### config.mk
export PLATFORM = sky130hd
export DESIGN_NAME = song_sequencer_flat
export DESIGN_NICKNAME = d
export VERILOG_FILES = /design/src/rtl/song_sequencer_if.sv /design/src/rtl/song_sequencer.sv /design/src/flat_wrapper.sv
export SDC_FILE = /design/constraint.sdc
export NUM_CORES = 1
export LEC_CHECK = 0
export CAP_MARGIN = 20
export CORE_MARGIN = 1
export CORE_UTILIZATION = 25
export DETAILED_ROUTE_END_ITERATION = 7
export PLACE_DENSITY = 0.38
export SLEW_MARGIN = 20
export SYNTH_ARGS = -nofsm -noshare
export SYNTH_HDL_FRONTEND = slang
export SYNTH_SLANG_ARGS = --single-unit
### constraint.sdc
create_clock -name clk -period 4.6 [get_ports clk]
set_input_delay 0.92 -clock clk [delete_from_list [all_inputs] [get_ports clk]]
set_output_delay 0.92 -clock clk [all_outputs]
set_load 0.05 [all_outputs]
### src/rtl/song_sequencer_if.sv
// rtl/song_sequencer_if.sv - control, song ROM and playback signals of the song sequencer
interface song_sequencer_if #(
  parameter int ADDR_W   = 8,
  parameter int PERIOD_W = 27
);
  logic                start;
  logic                stop;
  logic                pause;
  logic [PERIOD_W-1:0] beat_period;
  logic [ADDR_W-1:0]   rom_addr;
  logic [7:0]          rom_data;
  logic [3:0]          note;
  logic                note_valid;
  logic                beat_tick;
  logic                busy;
  logic                done;

  // master is the sequencer itself; slave is the controller plus song ROM around it
  modport master (
    input  start, stop, pause, beat_period, rom_data,
    output rom_addr, note, note_valid, beat_tick, busy, done
  );

  modport slave (
    output start, stop, pause, beat_period, rom_data,
    input  rom_addr, note, note_valid, beat_tick, busy, done
  );
endinterface

### src/rtl/song_sequencer.sv
// rtl/song_sequencer.sv - steps through a note ROM, holding each note for duration x beat_period cycles
module song_sequencer #(
  parameter int ADDR_W   = 8,
  parameter int PERIOD_W = 27
) (
  input  logic              clk,
  input  logic              reset,
  song_sequencer_if.master  bus
);

  typedef enum logic [2:0] {
    S_IDLE,
    S_FETCH,
    S_LOAD,
    S_PLAY,
    S_DONE
  } state_t;

  localparam logic [PERIOD_W-1:0] ONE_P = {{(PERIOD_W-1){1'b0}}, 1'b1};

  state_t              state, state_nx;
  logic [ADDR_W-1:0]   addr, addr_nx;
  logic [PERIOD_W-1:0] period, period_nx;
  logic [PERIOD_W-1:0] timer, timer_nx;
  logic [3:0]          note, note_nx;
  logic [3:0]          beats_left, beats_nx;
  logic                note_valid, note_valid_nx;
  logic                busy, busy_nx;
  logic                done, done_nx;
  logic                tick_due;

  assign tick_due = (timer == (period - ONE_P));

  assign bus.rom_addr   = addr;
  assign bus.note       = note;
  assign bus.note_valid = note_valid;
  assign bus.busy       = busy;
  assign bus.done       = done;
  assign bus.beat_tick  = (state == S_PLAY) && !bus.pause && !bus.stop && tick_due;

  always_comb begin
    state_nx      = state;
    addr_nx       = addr;
    period_nx     = period;
    timer_nx      = timer;
    note_nx       = note;
    beats_nx      = beats_left;
    note_valid_nx = note_valid;

    if (bus.stop) begin
      state_nx      = S_IDLE;
      addr_nx       = '0;
      timer_nx      = '0;
      note_nx       = 4'd0;
      beats_nx      = 4'd0;
      note_valid_nx = 1'b0;
    end else begin
      case (state)
        S_IDLE: begin
          addr_nx = '0;
          if (bus.start) begin
            // a zero period would never tick; run it as one cycle per beat
            period_nx = (bus.beat_period == '0) ? ONE_P : bus.beat_period;
            state_nx  = S_FETCH;
          end
        end
        S_FETCH: begin
          state_nx = S_LOAD;
        end
        S_LOAD: begin
          if (bus.rom_data[3:0] == 4'd0) begin
            state_nx      = S_DONE;
            note_nx       = 4'd0;
            note_valid_nx = 1'b0;
          end else begin
            state_nx      = S_PLAY;
            note_nx       = bus.rom_data[7:4];
            note_valid_nx = (bus.rom_data[7:4] != 4'd0);
            beats_nx      = bus.rom_data[3:0];
            timer_nx      = '0;
          end
        end
        S_PLAY: begin
          if (!bus.pause) begin
            if (tick_due) begin
              timer_nx = '0;
              beats_nx = beats_left - 4'd1;
              if (beats_left == 4'd1) begin
                // address wraps naturally past the top of the ROM
                addr_nx       = addr + 1'b1;
                state_nx      = S_FETCH;
                note_valid_nx = 1'b0;
              end
            end else begin
              timer_nx = timer + ONE_P;
            end
          end
        end
        S_DONE: begin
          state_nx = S_IDLE;
          addr_nx  = '0;
        end
        default: begin
          state_nx = S_IDLE;
        end
      endcase
    end

    busy_nx = (state_nx != S_IDLE);
    done_nx = (state_nx == S_DONE);
  end

  always_ff @(posedge clk or negedge reset) begin
    if (!reset) begin
      state      <= S_IDLE;
      addr       <= '0;
      period     <= '0;
      timer      <= '0;
      note       <= 4'd0;
      beats_left <= 4'd0;
      note_valid <= 1'b0;
      busy       <= 1'b0;
      done       <= 1'b0;
    end else begin
      state      <= state_nx;
      addr       <= addr_nx;
      period     <= period_nx;
      timer      <= timer_nx;
      note       <= note_nx;
      beats_left <= beats_nx;
      note_valid <= note_valid_nx;
      busy       <= busy_nx;
      done       <= done_nx;
    end
  end

endmodule

### src/flat_wrapper.sv
// flat-port wrapper written by rule: the top's interface ports become plain ports
module song_sequencer_flat 
#(
  parameter int ADDR_W   = 8,
  parameter int PERIOD_W = 27
)
  (clk, reset, bus_start, bus_stop, bus_pause, bus_beat_period, bus_rom_data, bus_rom_addr, bus_note, bus_note_valid, bus_beat_tick, bus_busy, bus_done);
  song_sequencer_if #(.ADDR_W(ADDR_W), .PERIOD_W(PERIOD_W)) bus_i ();
  input  logic clk;
  input  logic reset;
  input wire logic [$bits(bus_i.start)-1:0] bus_start;
  input wire logic [$bits(bus_i.stop)-1:0] bus_stop;
  input wire logic [$bits(bus_i.pause)-1:0] bus_pause;
  input wire logic [$bits(bus_i.beat_period)-1:0] bus_beat_period;
  input wire logic [$bits(bus_i.rom_data)-1:0] bus_rom_data;
  output wire logic [$bits(bus_i.rom_addr)-1:0] bus_rom_addr;
  output wire logic [$bits(bus_i.note)-1:0] bus_note;
  output wire logic [$bits(bus_i.note_valid)-1:0] bus_note_valid;
  output wire logic [$bits(bus_i.beat_tick)-1:0] bus_beat_tick;
  output wire logic [$bits(bus_i.busy)-1:0] bus_busy;
  output wire logic [$bits(bus_i.done)-1:0] bus_done;
  assign bus_i.start = bus_start;
  assign bus_i.stop = bus_stop;
  assign bus_i.pause = bus_pause;
  assign bus_i.beat_period = bus_beat_period;
  assign bus_i.rom_data = bus_rom_data;
  assign bus_rom_addr = bus_i.rom_addr;
  assign bus_note = bus_i.note;
  assign bus_note_valid = bus_i.note_valid;
  assign bus_beat_tick = bus_i.beat_tick;
  assign bus_busy = bus_i.busy;
  assign bus_done = bus_i.done;
  song_sequencer #(.ADDR_W(ADDR_W), .PERIOD_W(PERIOD_W)) u_core (.clk(clk), .reset(reset), .bus(bus_i));
endmodule
==> impl_summary.md, run 1 <==
Floorplanning
The die covers approximately 20000 um2. The die is around 140 um wide. The floorplan has 50 rows. The die boundary height is 140.8 um.

The total I/O pin count is 56. The floorplan core area is between 15000 and 20000 um2. The effective utilization at floorplan is about a quarter.

Clocking
The longest clock path from root to sink contains 2 buffers. After clock tree synthesis, the flow added hold-fix buffers numbering 0. The clock transition time at the flip-flop clock pins of the worst setup and hold paths is 0.06 ns. CTS built an H-tree with a depth of 3.

In this run the clock root is driven by a sky130_fd_sc_hd__clkbuf_16. The number of sinks driven by the clock tree is 76. In this run, CTS created clock tree buffers numbering 9. The clock reaches the later pin of the worst-skew pair after 0.34 ns.

TritonCTS built the clock tree.

Logic synthesis
The number of enable flip-flop cells after synthesis is 0. The top flip-flop cell by instance count after synthesis is sky130_fd_sc_hd__dfrtp_1. Synthesis instantiated 66 different standard cells from the library.

Synthesis inferred 76 register bits. During synthesis, Yosys emitted a total of 0 warnings. The net count after synthesis is 557. The biggest area contributor in the post-synthesis netlist is sky130_fd_sc_hd__dfrtp_1. In the synthesized netlist the async set-or-reset flop fraction comes to between 90% and 100%. After synthesis, flip-flops and latches occupy 39.51% of the total area. The number of instances in the synthesized netlist is 512. The fraction of synthesized cell area taken by the top area cell type is 39.51%. The mean cell area of the mapped netlist is between 9 and 10 um2. The cell area that synthesis handed to floorplanning was 4813 um2. After synthesis, the cell types taking the most area are sky130_fd_sc_hd__dfrtp_1, sky130_fd_sc_hd__mux2_2, sky130_fd_sc_hd__xor2_1.

Global routing
The initial antenna violation count is 0. The total congestion overflow is 0. The global-route wire length before repair is 22410 um. Entering global routing, the biggest net connects a little under 80 pins.

In the global route stage, overall resource usage came out at 14.61%. The via count of the first global-routing pass is 4059.

Timing
In the finished design, the share of the clock period the worst path needs comes to 96.03%. The total setup violations reported at the end of the flow is 0. After layout, the minimum clock period comes to 4.417 ns. Setup repair after global routing left no endpoint under its margin. The normalized max-slew margin is 50.65%. For the final database, setup skew stands at just over 0.007 ns.

The total count of hold-check failures in the final report is 0. The summed negative setup slack over all endpoints is 0 ns. Final hold analysis gives a worst-case slack of between 0.5 and 0.6 ns. At the pin with the least slew margin, the transition time is between 0.7 and 0.8 ns. The number of max-slew violations in the final report was 0.

The maximum clock frequency is approximately 230 MHz.

Detailed routing
The DRC violations left is 0. The number of design-rule violations left by the first detailed-router iteration is between 150 and 200. Summed over all layers, the routed wires come to about 14000 um. The count of nets left with antenna violations once routing finished came out at 0. Before antenna repair, the detailed router went through 4 iterations. In the final routed layout, each cell accounts on average for 17.00 um.

The number of vias per cell after detailed routing is around 5. The total number of vias is around 4000.

Placed design
The count of input and output buffers is 55. The post-detailed-placement half-perimeter wirelength is about 10000 um. The last weighted congestion value of the routability-driven placer is 0.8389.

Power and ir drop
The proportion of power drawn by the clock network is 32.7%. Per report_power, the combinational group accounts for 23.3% of the total. The analysis attributes to cell leakage a power of ~2.3 nW.

The worst-case IR drop observed on VDD is 0.1729 mV. The internal power contribution is ~0.0013 W. In this run the power density over the cells is 334.6 nW/um2. The fraction of power spent switching nets is ~33%. In this run the power spent charging and discharging nets is 0.0006597 W. Sequential cells account for 44.1% of the total power.

Critical path
The worst setup path is captured at a primary output. In this run the worst path has a maximum fanout of 8. Data arrives at the worst endpoint at 3.50 ns. The worst endpoint required time is between 3 and 4 ns. The largest single stage delay on the critical path is 0.61 ns. Walking the worst path, the cells encountered are or4_1, or4_2, xnor2_1, nor3_1, nand4_1, or4b_4, nor3_4, buf_12. Among all stages on the critical path, the largest delay is contributed by sky130_fd_sc_hd__or4b_4. The number of buffer and inverter stages on the critical path is 1.

The kind of critical path is reg2out. STA classifies the critical path startpoint as a flip-flop. Grouping stages by cell kind, the critical path spends the most delay in simple AND/OR/NAND/NOR gates.

Hold path
The class of the most critical hold timing path is reg2reg.

Cells and area
In the layout the commonest cells are sky130_fd_sc_hd__dfrtp_1, sky130_fd_sc_hd__clkdlybuf4s50_1, sky130_fd_sc_hd__nand2_1. The ratio of cells with drive above 1 in the final layout is 13.29%. The growth of design area from synthesis to finish is 23.16%.

The net total in the final layout is 612. The antenna cell count is 0. The library cell used most frequently in the layout, excluding fill and tap cells, is sky130_fd_sc_hd__dfrtp_1.

Status
The flow ran to the end, and the final reports show no timing, DRC or antenna violations.

Run
The reported max-cap violation count is 0.
final timing paths:
check	depth (start not counted)	startpoint	slack (ns)	end
worst min-delay path	1	u_core.bus.note[2]	0.51	u_core.bus.note[2]
worst min register to register	1	u_core.bus.note[2]	0.51	u_core.bus.note[2]
min in group asynchronous	1	reset	0.62	u_core.bus.note[3]
worst max-delay path	8	u_core.period[3]	0.18	bus_beat_tick
max in group asynchronous	1	reset	3.43	u_core.period[2]
worst max register to register	9	u_core.period[5]	0.90	u_core.bus.rom_addr[3]
stage by stage:
stage | std cells | instance area, um2 | setup WS [ns] | utilization, % | total power (W)
after floorplan | 512 | 4818 | 0.3875 | - | 0.001176
after global placement | 787 | 5629 | 0.3641 | 29.99 | 0.001341
after detailed placement | 787 | 5629 | 0.3432 | 29.99 | 0.001346
after CTS | 803 | 5901 | 0.02371 | 31.44 | 0.002013
after global routing | 806 | 5928 | 0.02170 | 31.59 | 0.002103
final | 806 | 5928 | 0.1827 | 31.59 | 0.001984
timing repair:
item                       4_1_cts  5_1_grt
resized for setup                2        1
setup endpoints to repair        1        1
buffers inserted                 0        3
pin swaps                        0        2
synth_stat cells, types with 2 or more instances:
library cell and instances:
sky130_fd_sc_hd__or2_2 3, sky130_fd_sc_hd__and4_1 3, sky130_fd_sc_hd__nand2b_1 4, sky130_fd_sc_hd__xnor2_1 24, sky130_fd_sc_hd__or3_1 11, sky130_fd_sc_hd__o22ai_1 2
sky130_fd_sc_hd__nor2b_1 5, sky130_fd_sc_hd__a21oi_1 29, sky130_fd_sc_hd__and3b_1 4, sky130_fd_sc_hd__buf_2 5, sky130_fd_sc_hd__nand2_1 41, sky130_fd_sc_hd__or4_1 5
sky130_fd_sc_hd__and3_1 7, sky130_fd_sc_hd__nor2_1 34, sky130_fd_sc_hd__dfrtp_1 76, sky130_fd_sc_hd__or4b_1 2, sky130_fd_sc_hd__ha_1 5, sky130_fd_sc_hd__clkbuf_1 16
sky130_fd_sc_hd__inv_1 10, sky130_fd_sc_hd__nor4_4 3, sky130_fd_sc_hd__a21o_1 3, sky130_fd_sc_hd__xor2_1 32, sky130_fd_sc_hd__nor3_1 27, sky130_fd_sc_hd__a311oi_1 2
sky130_fd_sc_hd__nand3b_1 4, sky130_fd_sc_hd__o211ai_1 4, sky130_fd_sc_hd__nor4b_1 5, sky130_fd_sc_hd__a31oi_1 3, sky130_fd_sc_hd__a221oi_1 2, sky130_fd_sc_hd__o31ai_1 5
sky130_fd_sc_hd__a21boi_0 3, sky130_fd_sc_hd__nor3b_1 3, sky130_fd_sc_hd__mux2i_1 5, sky130_fd_sc_hd__nand4_1 16, sky130_fd_sc_hd__buf_6 2, sky130_fd_sc_hd__a22o_1 6
sky130_fd_sc_hd__nor4_1 10, sky130_fd_sc_hd__mux2_2 27, sky130_fd_sc_hd__o21ai_0 18, sky130_fd_sc_hd__and3_2 2, sky130_fd_sc_hd__nand3_1 19
routing by layer:
metal,vias to the layer above,wire length [um],track usage (%)
met5,-,0,0
met1,1964,6577,19.03
met3,21,634,3.023
li1,1993,-,-
met2,96,6192,23.80
met4,0,300,5.435
kinds of logic (layout without fill, tap and decap cells):
group / count (synthesis) / in the layout / synth area share [%]
AND/OR/NAND/NOR: 220 / 220 / 26.62
AO/OA/AOI/OAI: 89 / 89 / 11.85
flip-flops: 76 / 76 / 39.51
XOR/XNOR: 56 / 56 / 10.19
buffers and inverters: 34 / 94 / 3.171
multiplexers: 32 / 32 / 7.356
adder cells (fa/ha/maj): 5 / 5 / 1.300
cell type report:
class | instances | area, um2
well taps | 234 | 292.8
multi-input cells | 402 | 2774
flip-flops and latches | 76 | 1903
repair buffers | 68 | 659.4
fillers | 1975 | 12840
clock inverters | 5 | 28.78
clock buffers | 11 | 232.7
inverters | 10 | 37.54
state kept, by name, indices dropped and copies added, names as in the netlist:
signal,flops
u_core.period,27
u_core.bus.note,4
u_core.bus.busy,1
u_core.state,3
u_core.bus.note_valid,1
u_core.bus.done,1
u_core.beats_left,4
u_core.bus.rom_addr,8
u_core.timer,27
power by group through the flow:
stage,sequential [W],combinational [W],clock (W)
after floorplan,0.000827,0.000349,0
after global placement,0.000881,0.000459,0
after detailed placement,0.000887,0.000459,0
after CTS,0.000875,0.000462,0.000676
after global routing,0.000891,0.000510,0.000702
final,0.000874,0.000461,0.000648
Power figures use the tool's default switching activity.
==> run 2: changes to the inputs <==
--- a/config.mk
+++ b/config.mk
@@ -8,6 +8,7 @@
 export CAP_MARGIN = 20
 export CORE_MARGIN = 1
 export CORE_UTILIZATION = 25
+export CTS_CLUSTER_DIAMETER = 150
 export DETAILED_ROUTE_END_ITERATION = 7
 export PLACE_DENSITY = 0.38
 export SLEW_MARGIN = 20
==> constraint.sdc (replaced) <==
create_clock -name clk -period 4.6 [get_ports clk]
set_input_delay 1.15 -clock clk [delete_from_list [all_inputs] [get_ports clk]]
set_output_delay 1.15 -clock clk [all_outputs]
set_load 0.05 [all_outputs]
==> run 2 against run 1 <==
  * Design area rose by 2.8%
  * Clock skew fell by 0.0016 ns
  * Cell count rose by 1.2%
  * Non-clock buffer count rose by 11
  * Critical endpoint unchanged
  * Combinational power rose by 15%
  * Fmax fell by 1.1%
  * Hold slack got worse by 0.0036 ns
  * Worst setup slack got worse by 0.049 ns
  * Die area did not move
  * Sequential cell count did not move
==> impl_summary.md, run 2 (synthesis gave the netlist of run 1 again) <==
Power and ir drop
The register share of total power is 39.0% (-5.1 points). The combinational cell fraction of total power is 24.3% (+1.0 points). The fraction of power spent switching nets is 31.52% (-1.7 points). The internal power contribution is 0.001490 W (+13%). The worst voltage drop across the vdd grid was 0.1775 mV (+2.6%). The switching power is 0.0006862 W (+4.0%).

The leakage component of the power is 2.341 nW (+3.7%). The proportion of power drawn by the clock network is 36.7% (+4.0 points). The power density of the placed cells is 357.0 nW/um2 (+6.7%).

Floorplanning
The row count was 50 (unchanged). The floorplan core area is 18770 um2 (unchanged). The die boundary height came to 140.8 um (unchanged). The floorplan die area came to 19810 um2 (unchanged). The total I/O pin count was 56 (unchanged). The effective utilization at floorplan is 25.65% (unchanged).

The horizontal die dimension came to 140.8 um (unchanged).

Cells and area
The final non-filler cell area is 6097 um2 (+2.8%). The net total in the final layout is 623 (+1.8%). Leaving out fill and tap cells, the most frequent cells in the layout are sky130_fd_sc_hd__dfrtp_1, sky130_fd_sc_hd__clkdlybuf4s50_1, sky130_fd_sc_hd__nand2_1. The total of fill cells in the finished design is 1968 (-0.35%). The number of standard cells in the final layout excluding fillers is 816 (+1.2%). The antenna cell count came to 0 (unchanged).

The most frequent standard cell in the layout excluding fill and tap cells is sky130_fd_sc_hd__dfrtp_1. The ratio of cells with drive above 1 in the final layout is 15.98% (+2.7 points). The growth of design area from synthesis to finish is 26.67%.

Global routing
The total congestion overflow was 0 (unchanged). The global routing usage summed across all routing layers was 15.08% (+0.46 points). The maximum number of pins on one net before global-route repair was 77 (unchanged). The via count of the first global-routing pass is 4107 (+1.2%). The global-route wire length before repair is 22960 um (+2.5%). The initial antenna violation count is 0 (unchanged).

Detailed routing
The post-detailed-route wirelength per cell is 17.30 um (+1.8%). The first-pass detailed-route iteration total is 4 (unchanged). The number of nets with antenna violations after routing was 0 (unchanged). The total number of vias is 4151 (+1.9%). The number of design-rule violations left by the first detailed-router iteration is 164 (unchanged).

The number of vias per cell after detailed routing is 5.087 (+0.64%). The DRC violations left came to 0 (unchanged). The routed wire length is 14120 um (+3.0%).

Timing
The minimum clock period after layout is 4.467 ns (+0.04946 ns). The final clock skew is 0.005422 ns (-0.001637 ns). The maximum clock frequency is 223.9 MHz (-1.1%). The total count of hold-check failures in the final report is 0 (unchanged).

The smallest hold slack is 0.5092 ns (-0.003641 ns). The actual transition at the worst max-transition pin is 0.7356 ns (-0.004701 ns). The total setup violations reported at the end of the flow was 0 (unchanged). The summed negative setup slack over all endpoints is 0 ns (unchanged). Setup repair after global routing left no endpoint under its margin. The normalized max-slew margin is 50.96% (+0.31 points). The share of the cycle needed by the critical path after routing is 97.10% (+1.1 points). The number of max-slew violations in the final report is 0 (unchanged).

Clocking
The latest clock arrival within the worst-skew pair is 0.35 ns (about the same). TritonCTS built the clock tree. The H-tree depth came to 3 (unchanged). The number of buffers created by CTS is 9 (unchanged). The number of buffers inserted by hold repair at cts is 0 (unchanged). The maximum root-to-sink buffer count came to 2 (unchanged). The buffer type at the clock tree root is sky130_fd_sc_hd__clkbuf_16.

The number of sinks driven by the clock tree came to 76 (unchanged). The clock transition time at the flip-flop clock pins of the worst setup and hold paths is 0.06 ns (about the same).

Critical path
The highest fanout seen on the critical path came to 3 (-5). The endpoint arrival time on the critical path is 3.32 ns (-0.18 ns). STA classifies the critical path startpoint as a flip-flop.

The worst endpoint required time came to 3.45 ns (-0.23 ns). The worst stage delay on the critical path is 0.61 ns (about the same). The signal on the critical path passes through or4_1, or4_2, xnor2_1, nor3_2, nand4_1, or4b_4, nor3_4, buf_12. The kind of critical path is reg2out. The worst-path cell with the longest stage delay is sky130_fd_sc_hd__or4b_4.

The type of destination of the critical path is a primary output.

Placed design
The cell area after placement came to 5674 um2 (+0.80%). The count of input and output buffers is 55 (unchanged). The post-detailed-placement half-perimeter wirelength is 10610 um (+2.6%).

The number of cells in the design after placement is 793 (+0.76%). The last weighted congestion value of the routability-driven placer is 0.8262 (-1.5%).

Hold path
The worst hold path belongs to the class reg2reg.

Run
The reported max-cap violation count is 0 (unchanged).

Status
The run finished with clean final reports.
run 2: cell types whose count changed in the layout (fill, tap and decap cells not counted), sizes merged:
cell / before / now
clkinv: 5 / 1
clkinvlp: 0 / 1
buf: 15 / 26
bufinv: 0 / 2
run 2: metrics by stage:
stage	worst slack (ns)	power [W]	util, %
3_5_place_dp	0.1998	0.001374	30.23
5_1_grt	0.003344	0.002303	32.49
3_3_place_gp	0.2670	0.001374	30.23
4_1_cts	0.01374	0.002192	32.13
6_report	0.1332	0.002177	32.49
2_1_floorplan	0.1575	0.001176	-
run 2: critical path: cells and delay by family (launching register included):
kind | cells | cell delay [ns]
AND/OR/NAND/NOR | 6 | 2.27
buffers and inverters | 1 | 0.16
flip-flops | 1 | 0.37
XOR/XNOR | 1 | 0.16
run 2: worst paths after layout:
check                      cells past startpoint               start  slack [ns]                      to
setup / recovery                               8    u_core.period[2]        0.13           bus_beat_tick
hold / removal                                 1  u_core.bus.note[3]        0.51      u_core.bus.note[3]
setup reg to reg                              11    u_core.period[4]        1.04  u_core.bus.rom_addr[2]
hold reg to reg                                1  u_core.bus.note[3]        0.51      u_core.bus.note[3]
max in group asynchronous                      1               reset        3.21        u_core.period[1]
min in group asynchronous                      1               reset        0.83      u_core.bus.note[3]
run 2: repair_timing:
item	4_1_cts	5_1_grt
buffers inserted	2	5
gates resized for setup	3	7
setup endpoints to repair	1	1
pin swaps	3	6
run 2: per-layer routing:
layer	part of all wire (%)	wire, um	global-route usage [%]	vias to the layer above
li1	-	-	-	2014
met1	48	6767	19.53	2043
met2	47	6627	24.88	81
met3	3.7	527	3.567	13
met4	1.4	196	4.462	0
met5	0	0	0	-
run 2: layout make-up:
class                           instances  area, um2  share of cell area [%]
Tap cell                              234      292.8                   4.802
Timing Repair Buffer                   79      742.0                   12.17
Multi-Input combinational cell        402       2795                   45.84
Clock buffer                           11      252.7                   4.145
Inverter                               10      37.54                  0.6156
Sequential cell                        76       1904                   31.23
Clock inverter                          4      72.57                   1.190
run 2: power groups by stage:
stage	Sequential, W	Clock [W]	Combinational, W
final	0.000849	0.000798	0.000529
after global routing	0.000863	0.000857	0.000584
after CTS	0.000847	0.000822	0.000523
after detailed placement	0.000860	0	0.000514
after global placement	0.000859	0	0.000515
after floorplan	0.000827	0	0.000349
